### src/rtl/csr_write_unit_if.sv
// CSR access bus between the pipeline and the machine-mode CSR write unit.
// The pipeline drives the access/trap/interrupt inputs; the unit returns read data and the CSR state.
`timescale 1ns/1ps
interface csr_write_unit_if #(parameter int XLEN = 32);
    logic            i_csr_en;
    logic [2:0]      i_csr_op;
    logic [11:0]     i_csr_addr;
    logic [4:0]      i_rs1_addr;
    logic [XLEN-1:0] i_rs1_data;
    logic            i_trap;
    logic [XLEN-1:0] i_trap_cause;
    logic [XLEN-1:0] i_trap_pc;
    logic            i_mret;
    logic            i_mextern_intr;
    logic            i_mtimer_intr;
    logic            i_msoftware_intr;
    logic [XLEN-1:0] o_csr_rdata;
    logic            o_illegal;
    logic            o_mintr_en;
    logic            o_mpie;
    logic [1:0]      o_mpp;
    logic            o_mextern_intr_en;
    logic            o_mtimer_intr_en;
    logic            o_msoftware_intr_en;
    logic [XLEN-1:0] o_mscratch;
    logic [XLEN-1:0] o_mepc;
    logic [XLEN-1:0] o_mcause;
    logic [63:0]     o_mcycle;

    modport master (
        output i_csr_en, i_csr_op, i_csr_addr, i_rs1_addr, i_rs1_data,
               i_trap, i_trap_cause, i_trap_pc, i_mret,
               i_mextern_intr, i_mtimer_intr, i_msoftware_intr,
        input  o_csr_rdata, o_illegal, o_mintr_en, o_mpie, o_mpp,
               o_mextern_intr_en, o_mtimer_intr_en, o_msoftware_intr_en,
               o_mscratch, o_mepc, o_mcause, o_mcycle
    );

    modport slave (
        input  i_csr_en, i_csr_op, i_csr_addr, i_rs1_addr, i_rs1_data,
               i_trap, i_trap_cause, i_trap_pc, i_mret,
               i_mextern_intr, i_mtimer_intr, i_msoftware_intr,
        output o_csr_rdata, o_illegal, o_mintr_en, o_mpie, o_mpp,
               o_mextern_intr_en, o_mtimer_intr_en, o_msoftware_intr_en,
               o_mscratch, o_mepc, o_mcause, o_mcycle
    );
endinterface

### src/rtl/csr_write_unit.sv
// Machine-mode CSR file: read-modify-write access, trap/mret side effects on mstatus/mepc/mcause,
// and a free-running 64-bit mcycle counter. Reads are combinational, writes land on the next edge.
`timescale 1ns/1ps
module csr_write_unit #(
    parameter logic [31:0] HART_ID   = 32'h0,
    parameter logic [31:0] MTVEC_VAL = 32'h0000_0100
) (
    input logic             i_clk,
    input logic             i_rst_n,
    csr_write_unit_if.slave csr
);
    localparam int XLEN = 32;

    logic            mie_q, mpie_q;
    logic            meie_q, mtie_q, msie_q;
    logic [XLEN-1:0] mscratch_q, mepc_q, mcause_q;
    logic [63:0]     mcycle_q;

    logic            known;
    logic [XLEN-1:0] old_val, src, wdata;
    logic            wr_suppress, illegal, wr_en;

    always_comb begin
        old_val = '0;
        known   = 1'b1;
        case (csr.i_csr_addr)
            12'h300: old_val = {19'b0, 2'b11, 3'b0, mpie_q, 3'b0, mie_q, 3'b0};
            12'h301: old_val = 32'h4000_0100;
            12'h304: old_val = {20'b0, meie_q, 3'b0, mtie_q, 3'b0, msie_q, 3'b0};
            12'h305: old_val = MTVEC_VAL;
            12'h340: old_val = mscratch_q;
            12'h341: old_val = mepc_q;
            12'h342: old_val = mcause_q;
            12'h344: old_val = {20'b0, csr.i_mextern_intr, 3'b0, csr.i_mtimer_intr,
                                3'b0, csr.i_msoftware_intr, 3'b0};
            12'hB00: old_val = mcycle_q[31:0];
            12'hB80: old_val = mcycle_q[63:32];
            12'hF11, 12'hF12, 12'hF13: old_val = '0;
            12'hF14: old_val = HART_ID;
            default: known = 1'b0;
        endcase
    end

    // Set/clear with a zero source (x0 or zimm 0) is a pure read, which is what
    // makes it legal against the read-only 0xCxx/0xFxx space.
    always_comb begin
        src         = csr.i_csr_op[2] ? {{(XLEN-5){1'b0}}, csr.i_rs1_addr} : csr.i_rs1_data;
        wr_suppress = (csr.i_csr_op[1:0] != 2'b01) && (csr.i_rs1_addr == 5'd0);
        illegal     = csr.i_csr_en && (!known || (csr.i_csr_op[1:0] == 2'b00) ||
                      ((csr.i_csr_addr[11:10] == 2'b11) && !wr_suppress));
        wr_en       = csr.i_csr_en && !illegal && !wr_suppress;
        case (csr.i_csr_op[1:0])
            2'b10:   wdata = old_val | src;
            2'b11:   wdata = old_val & ~src;
            default: wdata = src;
        endcase
    end

    // Trap beats mret beats a CSR write, but only on the fields the winner touches.
    always_ff @(posedge i_clk or negedge i_rst_n) begin
        if (!i_rst_n) begin
            mie_q  <= 1'b0;
            mpie_q <= 1'b0;
        end else if (csr.i_trap) begin
            mpie_q <= mie_q;
            mie_q  <= 1'b0;
        end else if (csr.i_mret) begin
            mie_q  <= mpie_q;
            mpie_q <= 1'b1;
        end else if (wr_en && (csr.i_csr_addr == 12'h300)) begin
            mie_q  <= wdata[3];
            mpie_q <= wdata[7];
        end
    end

    always_ff @(posedge i_clk or negedge i_rst_n) begin
        if (!i_rst_n) begin
            mepc_q   <= '0;
            mcause_q <= '0;
        end else if (csr.i_trap) begin
            mepc_q   <= {csr.i_trap_pc[XLEN-1:2], 2'b00};
            mcause_q <= csr.i_trap_cause;
        end else if (wr_en && (csr.i_csr_addr == 12'h341)) begin
            mepc_q   <= {wdata[XLEN-1:2], 2'b00};
        end else if (wr_en && (csr.i_csr_addr == 12'h342)) begin
            mcause_q <= wdata;
        end
    end

    always_ff @(posedge i_clk or negedge i_rst_n) begin
        if (!i_rst_n) begin
            meie_q     <= 1'b0;
            mtie_q     <= 1'b0;
            msie_q     <= 1'b0;
            mscratch_q <= '0;
        end else if (wr_en && (csr.i_csr_addr == 12'h304)) begin
            meie_q <= wdata[11];
            mtie_q <= wdata[7];
            msie_q <= wdata[3];
        end else if (wr_en && (csr.i_csr_addr == 12'h340)) begin
            mscratch_q <= wdata;
        end
    end

    always_ff @(posedge i_clk or negedge i_rst_n) begin
        if (!i_rst_n)
            mcycle_q <= '0;
        else if (wr_en && (csr.i_csr_addr == 12'hB00))
            mcycle_q <= {mcycle_q[63:32], wdata};
        else if (wr_en && (csr.i_csr_addr == 12'hB80))
            mcycle_q <= {wdata, mcycle_q[31:0]};
        else
            mcycle_q <= mcycle_q + 64'd1;
    end

    assign csr.o_csr_rdata         = old_val;
    assign csr.o_illegal           = illegal;
    assign csr.o_mintr_en          = mie_q;
    assign csr.o_mpie              = mpie_q;
    assign csr.o_mpp               = 2'b11;
    assign csr.o_mextern_intr_en   = meie_q;
    assign csr.o_mtimer_intr_en    = mtie_q;
    assign csr.o_msoftware_intr_en = msie_q;
    assign csr.o_mscratch          = mscratch_q;
    assign csr.o_mepc              = mepc_q;
    assign csr.o_mcause            = mcause_q;
    assign csr.o_mcycle            = mcycle_q;
endmodule
### src/flat_wrapper.sv
// flat-port wrapper written by rule: the top's interface ports become plain ports
module csr_write_unit_flat 
#(
    parameter logic [31:0] HART_ID   = 32'h0,
    parameter logic [31:0] MTVEC_VAL = 32'h0000_0100
)
  (i_clk, i_rst_n, csr_i_csr_en, csr_i_csr_op, csr_i_csr_addr, csr_i_rs1_addr, csr_i_rs1_data, csr_i_trap, csr_i_trap_cause, csr_i_trap_pc, csr_i_mret, csr_i_mextern_intr, csr_i_mtimer_intr, csr_i_msoftware_intr, csr_o_csr_rdata, csr_o_illegal, csr_o_mintr_en, csr_o_mpie, csr_o_mpp, csr_o_mextern_intr_en, csr_o_mtimer_intr_en, csr_o_msoftware_intr_en, csr_o_mscratch, csr_o_mepc, csr_o_mcause, csr_o_mcycle);
  csr_write_unit_if csr_i ();
  input logic i_clk;
  input logic i_rst_n;
  input wire logic [$bits(csr_i.i_csr_en)-1:0] csr_i_csr_en;
  input wire logic [$bits(csr_i.i_csr_op)-1:0] csr_i_csr_op;
  input wire logic [$bits(csr_i.i_csr_addr)-1:0] csr_i_csr_addr;
  input wire logic [$bits(csr_i.i_rs1_addr)-1:0] csr_i_rs1_addr;
  input wire logic [$bits(csr_i.i_rs1_data)-1:0] csr_i_rs1_data;
  input wire logic [$bits(csr_i.i_trap)-1:0] csr_i_trap;
  input wire logic [$bits(csr_i.i_trap_cause)-1:0] csr_i_trap_cause;
  input wire logic [$bits(csr_i.i_trap_pc)-1:0] csr_i_trap_pc;
  input wire logic [$bits(csr_i.i_mret)-1:0] csr_i_mret;
  input wire logic [$bits(csr_i.i_mextern_intr)-1:0] csr_i_mextern_intr;
  input wire logic [$bits(csr_i.i_mtimer_intr)-1:0] csr_i_mtimer_intr;
  input wire logic [$bits(csr_i.i_msoftware_intr)-1:0] csr_i_msoftware_intr;
  output wire logic [$bits(csr_i.o_csr_rdata)-1:0] csr_o_csr_rdata;
  output wire logic [$bits(csr_i.o_illegal)-1:0] csr_o_illegal;
  output wire logic [$bits(csr_i.o_mintr_en)-1:0] csr_o_mintr_en;
  output wire logic [$bits(csr_i.o_mpie)-1:0] csr_o_mpie;
  output wire logic [$bits(csr_i.o_mpp)-1:0] csr_o_mpp;
  output wire logic [$bits(csr_i.o_mextern_intr_en)-1:0] csr_o_mextern_intr_en;
  output wire logic [$bits(csr_i.o_mtimer_intr_en)-1:0] csr_o_mtimer_intr_en;
  output wire logic [$bits(csr_i.o_msoftware_intr_en)-1:0] csr_o_msoftware_intr_en;
  output wire logic [$bits(csr_i.o_mscratch)-1:0] csr_o_mscratch;
  output wire logic [$bits(csr_i.o_mepc)-1:0] csr_o_mepc;
  output wire logic [$bits(csr_i.o_mcause)-1:0] csr_o_mcause;
  output wire logic [$bits(csr_i.o_mcycle)-1:0] csr_o_mcycle;
  assign csr_i.i_csr_en = csr_i_csr_en;
  assign csr_i.i_csr_op = csr_i_csr_op;
  assign csr_i.i_csr_addr = csr_i_csr_addr;
  assign csr_i.i_rs1_addr = csr_i_rs1_addr;
  assign csr_i.i_rs1_data = csr_i_rs1_data;
  assign csr_i.i_trap = csr_i_trap;
  assign csr_i.i_trap_cause = csr_i_trap_cause;
  assign csr_i.i_trap_pc = csr_i_trap_pc;
  assign csr_i.i_mret = csr_i_mret;
  assign csr_i.i_mextern_intr = csr_i_mextern_intr;
  assign csr_i.i_mtimer_intr = csr_i_mtimer_intr;
  assign csr_i.i_msoftware_intr = csr_i_msoftware_intr;
  assign csr_o_csr_rdata = csr_i.o_csr_rdata;
  assign csr_o_illegal = csr_i.o_illegal;
  assign csr_o_mintr_en = csr_i.o_mintr_en;
  assign csr_o_mpie = csr_i.o_mpie;
  assign csr_o_mpp = csr_i.o_mpp;
  assign csr_o_mextern_intr_en = csr_i.o_mextern_intr_en;
  assign csr_o_mtimer_intr_en = csr_i.o_mtimer_intr_en;
  assign csr_o_msoftware_intr_en = csr_i.o_msoftware_intr_en;
  assign csr_o_mscratch = csr_i.o_mscratch;
  assign csr_o_mepc = csr_i.o_mepc;
  assign csr_o_mcause = csr_i.o_mcause;
  assign csr_o_mcycle = csr_i.o_mcycle;
  csr_write_unit #(.HART_ID(HART_ID), .MTVEC_VAL(MTVEC_VAL)) u_core (.i_clk(i_clk), .i_rst_n(i_rst_n), .csr(csr_i));
endmodule
### config.mk
export PLATFORM = sky130hd
export DESIGN_NAME = csr_write_unit_flat
export DESIGN_NICKNAME = d
export VERILOG_FILES = /design/src/rtl/csr_write_unit_if.sv /design/src/rtl/csr_write_unit.sv /design/src/flat_wrapper.sv
export SDC_FILE = /design/constraint.sdc
export NUM_CORES = 1
export LEC_CHECK = 0
export ABC_CLOCK_PERIOD_IN_PS = 3800
export CORE_ASPECT_RATIO = 0.9
export CORE_MARGIN = 2
export CORE_UTILIZATION = 45
export CTS_BUF_LIST = sky130_fd_sc_hd__clkbuf_2 sky130_fd_sc_hd__clkbuf_4 sky130_fd_sc_hd__clkbuf_8
export DETAILED_ROUTE_END_ITERATION = 6
export PLACE_DENSITY = 0.76
export SLEW_MARGIN = 25
export SYNTH_ARGS = -nofsm -noshare
export SYNTH_HDL_FRONTEND = slang
export SYNTH_SLANG_ARGS = --single-unit
### constraint.sdc
create_clock -name i_clk -period 3.8 [get_ports i_clk]
set_input_delay 0.76 -clock i_clk [delete_from_list [all_inputs] [get_ports i_clk]]
set_output_delay 0.76 -clock i_clk [all_outputs]
set_load 0.1 [all_outputs]
==> results of run 1 <==
==> metal layers <==
metal	wire length [um]	part of all wire	global-route usage
met2	24100	0.45	0.622
met3	5490	0.10	0.0955
met4	2550	0.048	0.185
met5	0	0	0
met1	20800	0.39	0.532
==> flip-flops by register name, indices dropped and copies added (netlist names) <==
name / count
u_core.csr.o_mscratch: 32
u_core.csr.o_mextern_intr_en: 1
u_core.csr.o_msoftware_intr_en: 1
u_core.csr.o_mtimer_intr_en: 1
u_core.csr.o_mpie: 1
u_core.csr.o_mcause: 32
u_core.csr.o_mepc: 30
u_core.csr.o_mcycle: 64
u_core.csr.o_mintr_en: 1
==> worst reg2reg max path, cell delays in order, from the launching register on <==
cell      delay [ns]
dfrtp_1         0.54
nand4_1         0.22
or4_1           0.79
nor4_4          0.73
a311oi_1        0.19
a211oi_1        0.27
o21ai_0         0.12
==> cells by family (layout without fill, tap and decap cells) <==
| logic type | Yosys count | after routing | synth area share |
|---|---|---|---|
| compound gates | 441 | 441 | 0.252 |
| xor+xnor | 11 | 11 | 0.00861 |
| fa+ha+maj | 1 | 1 | 0.00112 |
| buf+inv | 126 | 478 | 0.0480 |
| flops | 163 | 163 | 0.364 |
| mux | 60 | 60 | 0.0566 |
| other cells | 2 | 4 | 0.000671 |
| simple gates | 527 | 527 | 0.269 |
==> cell usage in the layout, fill, tap and decap left out, drive strengths merged, types with 16 or more instances in the layout <==
cell type      Yosys  routed
buf               36     174
and3              28      28
a22oi             27      27
and2              16      16
inv               18      25
dfrtp            163     163
nor3              27      27
clkdlybuf4s50      0     252
nor4              31      31
nand3             46      46
clkbuf            71      18
and4              16      16
mux2i             34      34
o211ai            24      24
a31oi             25      25
a21oi             93      93
nor2b             20      20
nor2              87      87
nand2            113     113
nand4             31      31
o21ai            158     158
nor3b             53      53
mux2              26      26
==> report_power, final <==
group | total (W) | internal, W | switching [W]
combinational | 0.00174 | 0.000491 | 0.00124
clock | 0.00144 | 0.000635 | 0.000805
sequential | 0.00199 | 0.00183 | 0.000161
==> stage by stage <==
stage | total power (W) | worst slack (ns)
5_1_grt | 0.00531 | 0.0179
6_report | 0.00517 | 0.0807
2_1_floorplan | 0.00309 | -0.586
4_1_cts | 0.00514 | 0.0727
3_3_place_gp | 0.00373 | 0.0703
3_5_place_dp | 0.00374 | 0.0936
==> final cells by class <==
class,instances,area [um2]
Inverter,19,71.3
Sequential cell,163,4080
Tap cell,308,385
Timing Repair Buffer,427,4360
Clock buffer,18,248
Clock inverter,14,186
Fill cell,2056,8280
Multi-Input combinational cell,1044,6720
==> final timing paths <==
check	to	slack, ns	cells past startpoint
min in group i_clk	u_core.csr.o_mscratch[14]	0.52	2
setup / recovery	csr_o_csr_rdata[17]	0.08	8
hold reg to reg	u_core.csr.o_mscratch[14]	0.52	2
max in group asynchronous	u_core.csr.o_mcycle[17]	2.72	2
setup reg to reg	u_core.csr.o_mcycle[54]	0.82	6
hold / removal	u_core.csr.o_mscratch[3]	0.20	1
==> reports/metrics.yaml, run 1 <==
logic_synthesis:
  synth-seq-cells: 163
  syn_avg_cell_area_um2: 8.41
  synth.most_common_cell: "dfrtp_1"
  synth_edf_count: 0
  syn_inst: 1331
  synth_area_um2: 11200
  synth_area_leaders: "dfrtp_1 (36%), o21ai_0 (4.7%), a21oi_1 (4.2%), nand2_1 (3.8%), nor3b_1 (3.6%)"
  synthArstFlopShare: 1.00
  ys.warnings.count: 0
  synth-main-ff-cell: "dfrtp_1"
  yosysSeqAreaShare: 0.364
  yosys.area.top_type: "dfrtp_1"
  yosysTopAreaCellShare: 0.364
  synth_commonest_cells: "dfrtp_1 (163), nand2_1 (112), o21ai_0 (106)"
  synthDistinctLibCells: 80
global_routing:
  grt_max_degree: 82
  grt_pass1_wl_um: 78500
  globalRouteOverflowTotal: 0
  grt.total_usage: 0.402
  grt_pass1_vias: 12300
  antenna_found_initial: 0
routing:
  drt_wl_total_um: 53000
  ant_nets: 0
  dr.pass1.iters: 6
  dr.first_iter.drc_count: 1646
  via_per_inst: 6.53
  avgRoutedWirePerCell_um: 26.6
  drc_errors: 0
  vias: 13000
worst_setup_path:
  cp.arrival_ns: 2.96
  crit_path_start_kind: "primary input"
  critical_path.max_stage_delay_ns: 0.57
  path_delay_family: "simple AND/OR/NAND/NOR gates"
  worstSetupPathType: "in2out"
  cp.buffers_inverters: 3
  endpoint_kind: "output port"
  crit_path_cell_trace: "clkdlybuf4s50_1 -> or3b_2 -> nor3_2 -> buf_4 -> a22oi_1 -> nor2_1 -> or2_2 -> buf_12"
  cp-startpoint: "csr_i_csr_addr[7]"
  r2r_start: "u_core.csr.o_mcycle[12]"
  cp_max_fo: 11
  cp.required_ns: 3.04
  cp_slowest_cell: "or3b_2"
clocking:
  cts_sinks: 163
  post_cts_buffers: 0
  cts_tree: "done"
  hold_buffers: 0
  cts_root_buf: "clkbuf_8"
  clkSlewWorstSetupHoldPaths_ns: 0.10
  cts_resized: 0
  insertion_delay_ns: 0.51
  cts_buffer_depth: 2
  cts_made_buffers: 17
  cts-htree-levels: 4
placement:
  dp_hpwl_um: 39800
  gp_congestion: 0.953
  portBuffers: 317
  dpl_cell_area_um2: 15600
  dpl.cell_count: 1961
sta:
  fin_crit_sh: 0.979
  hold_viol_final: 0
  fin_skew_ns: 0.0227
  grt_setup_unrepaired: "no"
  setup_viol: 0
  fin_setup_tns_ns: 0
  hold_ws_ns: 0.196
  drv_slew: 0
  relSlewSlack: 0.290
  fmax_ghz: 0.269
  tightestPinTransition_ns: 1.06
  period_needed_ns: 3.72
floorplan:
  io_pins: 324
  die-height_um: 154
  initial_utilization: 0.460
  dieArea_um2: 26200
  num_rows: 54
  core_area_um2: 24300
  fp.dieW_um: 170
cells_and_area:
  diodes: 0
  nNetsFinal: 1797
  final_cells: 1993
  syn_to_final_growth_pct: 43.3
  fin_area_um2: 16000
  drive_above_1_share: 0.176
  post-route-util: 0.660
power_and_ir_drop:
  powerDensity_nw_per_um2: 322
  p_leak_nw: 6.40
  ir_worst_vdd_mv: 0.256
min_path:
  min_path_type: "in2async"
outcome:
  status: "complete, no violations"
flow_run:
  drv_cap: 0
Power figures use the tool's default switching activity.
==> run 2: changes to the inputs <==
CTS_CLUSTER_DIAMETER = 150   (was not set)
==> results of run 2 <==
The final DEF is identical to that of run 1; final timing and power are the same.
==> RTL edit 1 (config.mk and constraints of run 1) <==
Make the reset (`i_rst_n`) synchronous in 4 clocked blocks.
--- a/src/rtl/csr_write_unit.sv
+++ b/src/rtl/csr_write_unit.sv
@@ -57,7 +57,7 @@
     end
 
     // Trap beats mret beats a CSR write, but only on the fields the winner touches.
-    always_ff @(posedge i_clk or negedge i_rst_n) begin
+    always_ff @(posedge i_clk) begin
         if (!i_rst_n) begin
             mie_q  <= 1'b0;
             mpie_q <= 1'b0;
@@ -73,7 +73,7 @@
         end
     end
 
-    always_ff @(posedge i_clk or negedge i_rst_n) begin
+    always_ff @(posedge i_clk) begin
         if (!i_rst_n) begin
             mepc_q   <= '0;
             mcause_q <= '0;
@@ -87,7 +87,7 @@
         end
     end
 
-    always_ff @(posedge i_clk or negedge i_rst_n) begin
+    always_ff @(posedge i_clk) begin
         if (!i_rst_n) begin
             meie_q     <= 1'b0;
             mtie_q     <= 1'b0;
@@ -102,7 +102,7 @@
         end
     end
 
-    always_ff @(posedge i_clk or negedge i_rst_n) begin
+    always_ff @(posedge i_clk) begin
         if (!i_rst_n)
             mcycle_q <= '0;
         else if (wr_en && (csr.i_csr_addr == 12'hB00))
Function: differs if i_rst_n is asserted again (counterexample within 4 cycles, from zero or initial values and one cycle with i_rst_n low); with i_rst_n held inactive, the same outputs for 4 cycles.
==> RTL edit 1 against run 1 <==
- the run now ends with DRC left
- non-clock buffer count increased by 84
- power decreased by 16%
- setup slack got worse by 0.0063 ns
- routed wire length increased by 13%
- sequential share of layout area decreased by 5.4 points
- die area decreased by 3.6%
- final area increased by 1.7%
- first-iteration DRC count increased by 38%
- combinational power decreased by 38%
- count of clock-buffer cells in the layout decreased by 1
- area after synthesis decreased by 3.7%
- sequential cell count unchanged
- critical endpoint is now csr_o_csr_rdata[30]
- largest power group unchanged
- highest routed layer is now met5
==> RTL edit 1: results (changes against run 1) <==
| Metric | Value |
|---|---|
| Detailed-routing wirelength on met1 | 22400 um (was 20800 um) |
| Clock transition at path regs | 0.13 ns (was 0.10 ns) |
| Syn avg cell area | 7.16 sq um (was 8.41 sq um) |
| Placed Area | 15700 sq um (was 15600 sq um) |
| Synthesized-area fraction occupied by adder cells | 0.116% (was 0.112%) |
| Share of async-settable or async-resettable flops after synthesis | 0% (was 100%) |
| Compound-cell area share of the yosys netlist | 30.7% (was 25.2%) |
| Largest cells by area after synthesis | dfxtp_1 (30%), nand2_1 (6.8%), o21ai_0 (6.2%) (was dfrtp_1 (36%), o21ai_0 (4.7%), a21oi_1 (4.2%)) |
| Total routing usage reported by global routing | 46.0% (was 40.2%) |
| Xor-xnor portion of the synthesized cell area | 0.650% (was 0.861%) |
| First-pass GRT wire length | 87000 um (was 78500 um) |
| GR met1 Demand/Resource | 57.8% (was 53.2%) |
| Status | finished, violations left (was finished clean) |
| Power Density | 265 nW/um^2 (was 322 nW/um^2) |
| Worst path top cell family by delay | buffers and inverters (was simple AND/OR/NAND/NOR gates) |
| Top routing layer in use | met5 (was met4) |
| Part of the power in registers | 41.7% (was 38.6%) |
| Routed length on met3 | 7790 um (was 5490 um) |
| Largest net degree at the start of global routing | 64 (was 82) |
| Beginning of the critical path | csr_i_csr_addr[3] (was csr_i_csr_addr[7]) |
| Number of global-route vias before repair | 13836 (was 12319) |
| Distinct cells, synth | 79 (was 80) |
| Post-DP HPWL | 45100 um (was 39800 um) |
| VDD IR-drop max | 0.199 mV (was 0.256 mV) |
| DR iter-0 viols | 2278 (was 1646) |
| # DRC | 27 (was 0) |
| Clock skew after layout | 0.0307 ns (was 0.0227 ns) |
| Violated checks | DRC |
| Antenna violations before repair | 2 (was 0) |
| RePlAce Congestion | 1.06 (was 0.953) |
| Largest fanout of any net on the critical path | 8 (was 11) |
| Iteration count of the initial detailed-routing pass | 7 (was 6) |
| Met3 layer usage reported by global route | 12.4% (was 9.55%) |
| Delay of the slowest cell on the worst path | 0.44 ns (was 0.57 ns) |
==> RTL edit 1: changes by cell type after synthesis, sizes merged, moves of 28 or more <==
cell    delta
dfrtp    -163
dfxtp    +163
nand2     +82
nor3b     -51
clkbuf    +41
nor2      +29
a21oi     +28
==> RTL edit 1: path summary, 6_finish.rpt <==
path,cells after the start,slack [ns],endpoint
setup / recovery,10,0.07,csr_o_csr_rdata[30]
hold reg to reg,2,0.48,u_core.csr.o_mscratch[12]
setup reg to reg,6,0.50,u_core.csr.o_mcycle[51]
hold / removal,2,0.48,u_core.csr.o_mscratch[12]
==> RTL edit 1: final cells by class <==
cell class | instances | area (sq um) | share of cell area (%)
Clock buffer | 17 | 234 | 1.43
Sequential cell | 163 | 3260 | 20.0
Tap cell | 302 | 378 | 2.32
Clock inverter | 15 | 216 | 1.33
Multi-Input combinational cell | 1184 | 7050 | 43.2
Timing Repair Buffer | 511 | 5060 | 31.0
Inverter | 29 | 113 | 0.690
==> RTL edit 2 (settings of run 1) <==
Without the edit above. `MTVEC_VAL` is set to 32'h0000_0100 in 2 places; all go to 32'h000000C0.
--- a/src/rtl/csr_write_unit.sv
+++ b/src/rtl/csr_write_unit.sv
@@ -3,7 +3,7 @@
 `timescale 1ns/1ps
 module csr_write_unit #(
     parameter logic [31:0] HART_ID   = 32'h0,
-    parameter logic [31:0] MTVEC_VAL = 32'h0000_0100
+    parameter logic [31:0] MTVEC_VAL = 32'h000000C0
 ) (
     input logic             i_clk,
     input logic             i_rst_n,
--- a/src/flat_wrapper.sv
+++ b/src/flat_wrapper.sv
@@ -2,7 +2,7 @@
 module csr_write_unit_flat 
 #(
     parameter logic [31:0] HART_ID   = 32'h0,
-    parameter logic [31:0] MTVEC_VAL = 32'h0000_0100
+    parameter logic [31:0] MTVEC_VAL = 32'h000000C0
 )
   (i_clk, i_rst_n, csr_i_csr_en, csr_i_csr_op, csr_i_csr_addr, csr_i_rs1_addr, csr_i_rs1_data, csr_i_trap, csr_i_trap_cause, csr_i_trap_pc, csr_i_mret, csr_i_mextern_intr, csr_i_mtimer_intr, csr_i_msoftware_intr, csr_o_csr_rdata, csr_o_illegal, csr_o_mintr_en, csr_o_mpie, csr_o_mpp, csr_o_mextern_intr_en, csr_o_mtimer_intr_en, csr_o_msoftware_intr_en, csr_o_mscratch, csr_o_mepc, csr_o_mcause, csr_o_mcycle);
   csr_write_unit_if csr_i ();
Check against the original RTL: not equivalent (a bounded check fails within 4 cycles, from zero or initial values and one cycle with i_rst_n low).
==> RTL edit 2 against run 1 <==
- area after synthesis shrank 0.67%
- routed wire length shrank 2.4%
- sequential cell count is the same
- die area decreased by 0.65%
- power fell by 0.88%
- final area about the same
- worst hold slack better by 0.12 ns
- via count is 0.66% lower
- synthesized cell count shrank 1.1%
- cell count rose by 0.15%
- setup slack got worse by 0.058 ns
- core utilization increased by 0.15 points
- maximum frequency is 1.5% lower
- critical endpoint is now csr_o_csr_rdata[0]
- highest routed layer unchanged
==> RTL edit 2: results (changes against run 1) <==
| Metric | Value |
|---|---|
| Slew headroom | 30.3% (was 29.0%) |
| Number of filler cells placed in the layout | 2039 (was 2056) |
| RePlAce Congestion | 0.976 (was 0.953) |
| Share of final-layout standard cells stronger than drive strength 1 | 17.4% (was 17.6%) |
| First-pass GRT wire length | 78000 um (was 78500 um) |
| Worst path top cell family by delay | buffers and inverters (was simple AND/OR/NAND/NOR gates) |
| Number of nets in the layout | 1800 (was 1797) |
| Worst R2R End | u_core.csr.o_mcycle[48] (was u_core.csr.o_mcycle[54]) |
| Crit Reg-Reg Startpoint | u_core.csr.o_mcycle[0] (was u_core.csr.o_mcycle[12]) |
| Post-DP HPWL | 39600 um (was 39800 um) |
| Static leakage power | 6.62 nW (was 6.40 nW) |
| Total routing usage reported by global routing | 39.6% (was 40.2%) |
| Minimum hold slack | 0.320 ns (was 0.196 ns) |
| Max reg flops | 64 (unchanged) |
| Clock skew after layout | 0.0170 ns (was 0.0227 ns) |
| Clk_lat worst skew | 0.49 ns (was 0.51 ns) |
| Status | finished clean (unchanged) |
| Arrival time reported for the critical path endpoint | 3.02 ns (was 2.96 ns) |
| Distinct cells, synth | 73 (was 80) |
| Post-Place Setup Slack | -0.0607 ns (was 0.0936 ns) |
| Largest net degree at the start of global routing | 86 (was 82) |
| Overall via count from detail_route | 12931 (was 13017) |
| VDD IR-drop max | 0.221 mV (was 0.256 mV) |
| Sequential area share after synthesis | 36.7% (was 36.4%) |
| DR iter-0 viols | 1875 (was 1646) |
| Most frequent cells after synthesis | dfrtp_1 (163), nor2_1 (126), nand2_1 (103), o21ai_0 (86), clkbuf_1 (68) (was dfrtp_1 (163), nand2_1 (112), o21ai_0 (106), a21oi_1 (93), nor2_1 (87)) |
| Cell depth of the worst flop-to-flop path | 8 (was 6) |
| Delay of the slowest cell on the worst path | 0.60 ns (was 0.57 ns) |
| Largest fanout of any net on the critical path | 5 (was 11) |
| Min-Delay Path Class | in -> async (unchanged) |
| Placed Area | 15600 sq um (about the same) |
| Internal power | 2.86 mW (was 2.96 mW) |
| Number of setup buffers added after CTS | 1 (was 0) |
| Setup slack of the worst register-to-register path | 0.72 ns (was 0.82 ns) |
| WL final | 51700 um (was 53000 um) |
-- RTL edit 2: cell families (layout without fill, tap and decap cells) --
family,count (synthesis),count (layout),share of synthesized area (%)
buf+inv,136,506,5.09
xor+xnor,6,6,0.473
other cells,2,4,0.0675
flops,163,163,36.7
simple gates,531,531,26.1
fa+ha+maj,1,1,0.113
compound gates,405,405,24.8
mux,72,72,6.75
-- RTL edit 2: worst max path at each step --
stage	startpoint	endpoint	slack, ns	cells past startpoint
after CTS	csr_i_csr_addr[4]	csr_o_csr_rdata[16]	0.02	7
final	csr_i_csr_addr[5]	csr_o_csr_rdata[0]	0.02	8
after global routing	csr_i_csr_addr[5]	csr_o_csr_rdata[0]	0.03	8
after detailed placement	csr_i_csr_addr[11]	csr_o_csr_rdata[31]	-0.06	6
after global placement	csr_i_csr_addr[11]	csr_o_csr_rdata[31]	0.02	6
after floorplan	csr_i_csr_addr[1]	u_core.csr.o_mepc[5]	-0.36	8
-- RTL edit 2: power groups by stage --
stage          Combinational, mW  Sequential, mW  Clock, mW
3_3_place_gp                1.73            2.03          0
2_1_floorplan              0.385            2.75          0
3_5_place_dp                1.75            2.02          0
4_1_cts                     1.75            1.99       1.36
6_report                    1.77            2.00       1.36
5_1_grt                     1.83            2.01       1.43
-- RTL edit 2: cell type report --
cell class              count  area (sq um)  area share [%]
multi-input cells        1019          6550            40.8
well taps                 308           385            2.40
flip-flops and latches    163          4080            25.4
inverters                  30           113           0.702
clock inverters            14           153           0.952
repair buffers            444          4510            28.1
clock buffers              18           248            1.54
-- RTL edit 2: routing by layer --
metal,global-route usage (%),wire length (um),up-vias
met5,0,0,-
met2,62.1,23600,844
li1,-,-,5685
met4,14.0,1860,0
met3,9.68,6190,131
met1,53.5,20100,6271
